File: config.mk
export PLATFORM = sky130hd
export DESIGN_NAME = gcd_operand_queue
export DESIGN_NICKNAME = d
export VERILOG_FILES = /design/src/rtl/gcd_operand_queue_pkg.sv /design/src/rtl/gcd_queue_ptr.sv /design/src/rtl/gcd_operand_queue.sv
export SDC_FILE = /design/constraint.sdc
export NUM_CORES = 1
export LEC_CHECK = 0
export CAP_MARGIN = 10
export CORE_MARGIN = 2
export CORE_UTILIZATION = 45
export DETAILED_ROUTE_END_ITERATION = 10
export GPL_TIMING_DRIVEN = 0
export PLACE_DENSITY_LB_ADDON = 0.12
export SYNTH_ARGS = -nofsm -noshare
export SYNTH_HDL_FRONTEND = slang
export SYNTH_HIERARCHICAL = 1
export SYNTH_SLANG_ARGS = --single-unit
File: constraint.sdc
create_clock -name clk -period 4.65 [get_ports clk]
set_input_delay 0.465 -clock clk [delete_from_list [all_inputs] [get_ports clk]]
set_output_delay 0.465 -clock clk [all_outputs]
set_load 0.02 [all_outputs]
File: src/rtl/gcd_operand_queue_pkg.sv
// Shared definitions for the GCD datapath and its operand queue: operand width,
// the {A,B} operand pair and a clog2 helper for pointer/count sizing.
package gcd_operand_queue_pkg;

    localparam int OPERAND_W = 16;

    typedef struct packed {
        logic [OPERAND_W-1:0] a;
        logic [OPERAND_W-1:0] b;
    } operand_pair_t;

    function automatic int clog2(input int value);
        int result;
        int rem;
        result = 0;
        rem    = value - 1;
        while (rem > 0) begin
            result = result + 1;
            rem    = rem >> 1;
        end
        return result;
    endfunction

endpackage

File: src/rtl/gcd_queue_ptr.sv
// Wrapping pointer register with increment enable and synchronous reset;
// wrap-around comes from natural overflow of the W-bit value.
module gcd_queue_ptr #(
    parameter int W = 2
) (
    input  logic         clk,
    input  logic         reset,
    input  logic         inc,
    output logic [W-1:0] value
);

    // NOTE: sequential state uses non-blocking assignments so every register
    // samples pre-edge values regardless of process evaluation order.
    always_ff @(posedge clk) begin
        if (reset) begin
            value <= '0;
        end else if (inc) begin
            value <= value + 1'b1;
        end
    end

endmodule

File: src/rtl/gcd_operand_queue.sv
// Elastic FIFO of {A,B} operand pairs feeding the GCD unit over val/rdy.
// Define GCD_OPERAND_QUEUE_BYPASS_EN for a zero-latency pass-through when empty.
module gcd_operand_queue
    import gcd_operand_queue_pkg::*;
#(
    parameter  int W     = OPERAND_W,
    parameter  int DEPTH = 4,
    localparam int PTR_W = clog2(DEPTH),
    localparam int CNT_W = PTR_W + 1
) (
    input  logic             clk,
    input  logic             reset,
    input  logic [W-1:0]     in_bits_A,
    input  logic [W-1:0]     in_bits_B,
    input  logic             in_val,
    output logic             in_rdy,
    output logic [W-1:0]     out_bits_A,
    output logic [W-1:0]     out_bits_B,
    output logic             out_val,
    input  logic             out_rdy,
    output logic [CNT_W-1:0] count
);

    localparam logic [CNT_W-1:0] FULL_COUNT = CNT_W'(DEPTH);

    logic [W-1:0]     slot_a [DEPTH];
    logic [W-1:0]     slot_b [DEPTH];
    logic [PTR_W-1:0] head;
    logic [PTR_W-1:0] tail;
    logic             empty;
    logic             enq;
    logic             deq;

    assign empty  = (count == '0);
    assign in_rdy = !reset && (count != FULL_COUNT);

`ifdef GCD_OPERAND_QUEUE_BYPASS_EN
    logic passthru;

    // A pair offered to an empty queue that is taken immediately never touches storage.
    assign passthru = empty && in_val && out_rdy;

    // NOTE: every always_comb output gets a default first so no path can infer a latch.
    always_comb begin
        out_val    = 1'b0;
        out_bits_A = slot_a[head];
        out_bits_B = slot_b[head];
        if (!reset) begin
            out_val = empty ? in_val : 1'b1;
        end
        if (empty) begin
            out_bits_A = in_bits_A;
            out_bits_B = in_bits_B;
        end
    end

    assign enq = in_val && in_rdy && !passthru;
    assign deq = out_val && out_rdy && !empty;
`else
    assign out_val    = !reset && !empty;
    assign out_bits_A = slot_a[head];
    assign out_bits_B = slot_b[head];
    assign enq        = in_val && in_rdy;
    assign deq        = out_val && out_rdy;
`endif

    gcd_queue_ptr #(.W(PTR_W)) u_head_ptr (
        .clk   (clk),
        .reset (reset),
        .inc   (deq),
        .value (head)
    );

    gcd_queue_ptr #(.W(PTR_W)) u_tail_ptr (
        .clk   (clk),
        .reset (reset),
        .inc   (enq),
        .value (tail)
    );

    // NOTE: storage is deliberately not reset; count gates every read, so stale
    // contents are never observed and the array stays plain flops/RAM.
    always_ff @(posedge clk) begin
        if (enq) begin
            slot_a[tail] <= in_bits_A;
            slot_b[tail] <= in_bits_B;
        end
    end

    always_ff @(posedge clk) begin
        if (reset) begin
            count <= '0;
        end else begin
            case ({enq, deq})
                2'b10:   count <= count + CNT_W'(1);
                2'b01:   count <= count - CNT_W'(1);
                default: count <= count;
            endcase
        end
    end

    assert property (@(posedge clk) disable iff (reset) count <= FULL_COUNT);
    assert property (@(posedge clk) disable iff (reset) !(deq && empty));
    assert property (@(posedge clk) disable iff (reset) !(enq && count == FULL_COUNT));

endmodule

==> flow_summary_export.csv <==
group,metric,value,unit
routing,ant_nets,0,
logic_synthesis,syn-mean-instance-area,23.91,µm²
sta,tightest_slew,0.8737,ns
global_routing,antenna_found_initial,0,
cells_and_area,fillerInstances,802,
logic_synthesis,yosysWarningCount,6,
setup_path,crit_path_start_kind,"flop",
worst_hold_path,holdPathStages,2,
outcome,status,"finished clean",
sta,hold_viol_final,0,
setup_path,cp_max_fo,10,
setup_path,r2r-start,"count[2]",
sta,finalSetupViolCount,0,
sta,fin_skew,0.003482,ns
cts,cts_tree,"yes",
routing,vias,2375,
place,portBuffers,72,
cts,cts-resized-gates,0,
setup_path,critPathRequiredTime,4.18,ns
logic_synthesis,synth_top_cell_by_area,"edfxtp_1",
pwr,power_leakage,0.002157,µW
setup_path,path_cells,"buf_6 > buf_6 > mux4_2 > clkdlybuf4s50_1",
cts,cts_root_buffer,"clkbuf_8",
cells_and_area,regArea,3984,µm²
routing,drt-total-wl,8.499,mm
sta,max_freq,353.5,MHz
logic_synthesis,synth_top_area_share,76.55,%
cells_and_area,fin_area,6670,µm²
worst_hold_path,min-delay-start,"count[2]",
logic_synthesis,synthesis.area,5021,µm²
die,fp.dieH,109.6,µm
worst_hold_path,holdPathEnd,"count[2]",
place,placed_area,6046,µm²
place,dpl.hpwl,5.571,mm
cts,cts_buffer_depth,2,
routing,drc,0,
pwr,ir_drop,0.0002309,V
cts,hold_buffers,0,
cells_and_area,drive_gt1_share,27.47,%
setup_path,reg2reg_to,"count[2]",
logic_synthesis,yosys-top-cells-area,"edfxtp_1, mux4_2, dfxtp_1, buf_6, nor2_1",
die,boundaryPins,73,
routing,via_per_inst,5.119,
die,dieArea,12020,µm²
logic_synthesis,synth-async-reset-ratio,0,%
sta,slew_headroom,41.75,%
setup_path,endpoint_kind,"primary output",
sta,period_share,60.84,%
die,rows,38,
logic_synthesis,synthTopCellsByCount,"edfxtp_1, mux4_2, dfxtp_1",
cts,post_cts_buffers,0,
logic_synthesis,synth-seq-area-share,79.34,%
setup_path,slowest_stage,"clkdlybuf4s50_1",
logic_synthesis,synth_edf_count,128,
die,die_w,109.6,µm
global_routing,grt_use_total,15.92,%
sta,slew_violations,0,
cts,path_clk_slew,0.06,ns
die,fp.coreArea,10840,µm²
setup_path,crit_type,"flop to primary output",
cells_and_area,antenna_cells,0,
global_routing,grt_max_degree,33,
worst_hold_path,min_path_type,"flop to flop",
job,maxCapViolations,0,
setup_path,r2r_cells,8,
cts,cts_inserted_buffers,17,
cells_and_area,multi_input_area,974.7,µm²
setup_path,crit_start,"u_head_ptr/value[0]",
logic_synthesis,synth_nets,248,
setup_path,r2r_setup_slack,2.42,ns
routing,first_pass_iters,4,
cts,cts_max_level,4,
cts,clock-sinks,135,
cells_and_area,area_growth,32.84,%
routing,drt_iter0_markers,125,
logic_synthesis,synth-main-ff-cell,"edfxtp_1",
logic_synthesis,yosys.cell_types.count,25,
die,start_util,46.32,%
cts,clkLatencyLatePin,0.51,ns
global_routing,grt_overflow,0,
sta,finalCriticalPeriod,2.829,ns
pwr,power.total,3017,µW
logic_synthesis,synth_most_common_cell,"edfxtp_1",
pwr,power_density,452.3,nW/µm²
logic_synthesis,syn_inst,210,
global_routing,grt_pass1_vias,2525,
place,gp_congestion,0.6757,
setup_path,cp_data_arrival_time,2.36,ns
setup_path,path_common_cell,"buf_6",
setup_path,cp_slowest_stage_delay,0.56,ns
sta,hold_ws,0.5406,ns
logic_synthesis,synth_seq_cells,135,
sta,rsz0062_at_grt,"no",
global_routing,grt_pass1_wl,13.37,mm
cells_and_area,nNetsFinal,349,
routing,routedWlPerCell,18.32,µm
==> flip-flops by register name, summed over array words and instances (netlist names) <==
signal / count
slot_b: 64
slot_a: 64
count: 3
u_tail_ptr/value: 2
u_head_ptr/value: 2
==> worst max-delay path: cells and delay by family, from the launching register on <==
family                 cells  cell delay (ns)
multiplexers               1             0.54
buffers and inverters      3             0.91
flip-flops                 1             0.40
==> final cells by class <==
| type | instances | area share (%) |
|---|---|---|
| plain buffers | 7 | 0.9004 |
| clock buffers | 18 | 6.265 |
| clock inverters | 14 | 3.095 |
| inverters | 5 | 0.2814 |
| multi-input cells | 63 | 14.61 |
| flip-flops and latches | 135 | 59.73 |
| well taps | 140 | 2.626 |
| repair buffers | 82 | 12.49 |
==> routing by layer <==
layer  up-vias  share of wire [%]  routed length [µm]  global-route usage [%]
met2        53                 52                4384                   25.79
li1       1088                  -                   -                       -
met4         0                1.7                 141                   6.329
met5         -                  0                   0                       0
met1      1221                 42                3582                   19.57
met3        13                4.6                 391                   5.809
==> per-stage QoR <==
step,TNS (ns),cells,worst slack [ns],utilization (%)
2_1_floorplan,0,210,0.9804,-
3_3_place_gp,-141.69,422,-1.595,54.58
3_5_place_dp,0,432,1.807,55.77
4_1_cts,0,464,1.775,61.53
5_1_grt,0,464,1.705,61.53
6_report,0,464,1.821,61.53
==> power breakdown <==
part,switching (µW),internal [µW],total (µW)
Clock,467,919,1390
Sequential,11.2,1360,1370
Combinational,120,139,258
==> cell families after synthesis <==
logic type | after synthesis | synth area share [%]
adder cells (fa/ha/maj) | 2 | 0.6479
multiplexers | 32 | 14.35
buffers and inverters | 12 | 1.570
XOR/XNOR | 4 | 0.6979
flip-flops | 135 | 79.34
AND/OR/NAND/NOR | 18 | 2.343
AO/OA/AOI/OAI | 7 | 1.047
==> worst max-delay path by stage <==
stage                         end  cells after the start
floorplan            slot_a[2][0]                      3
global placement     slot_a[2][7]                      4
detailed placement       count[2]                      9
CTS                 out_bits_B[4]                      4
global route        out_bits_B[1]                      4
finish              out_bits_B[4]                      4
==> layout by cell type (no fill, tap or decap), types with 2 or more instances in the layout <==
master,count
inv_1,4
clkbuf_16,16
a21oi_2,2
nor3b_2,2
buf_6,14
nand3b_1,2
a21bo_1,2
xor2_1,2
dfxtp_1,7
clkinv_4,2
nor2_1,6
bufinv_16,5
a21oi_1,2
clkinv_2,4
clkdlybuf4s50_1,72
edfxtp_1,128
mux4_2,32
buf_2,3
clkinvlp_4,2
xnor2_1,2
Note: power is estimated with default switching activity, not from simulation.
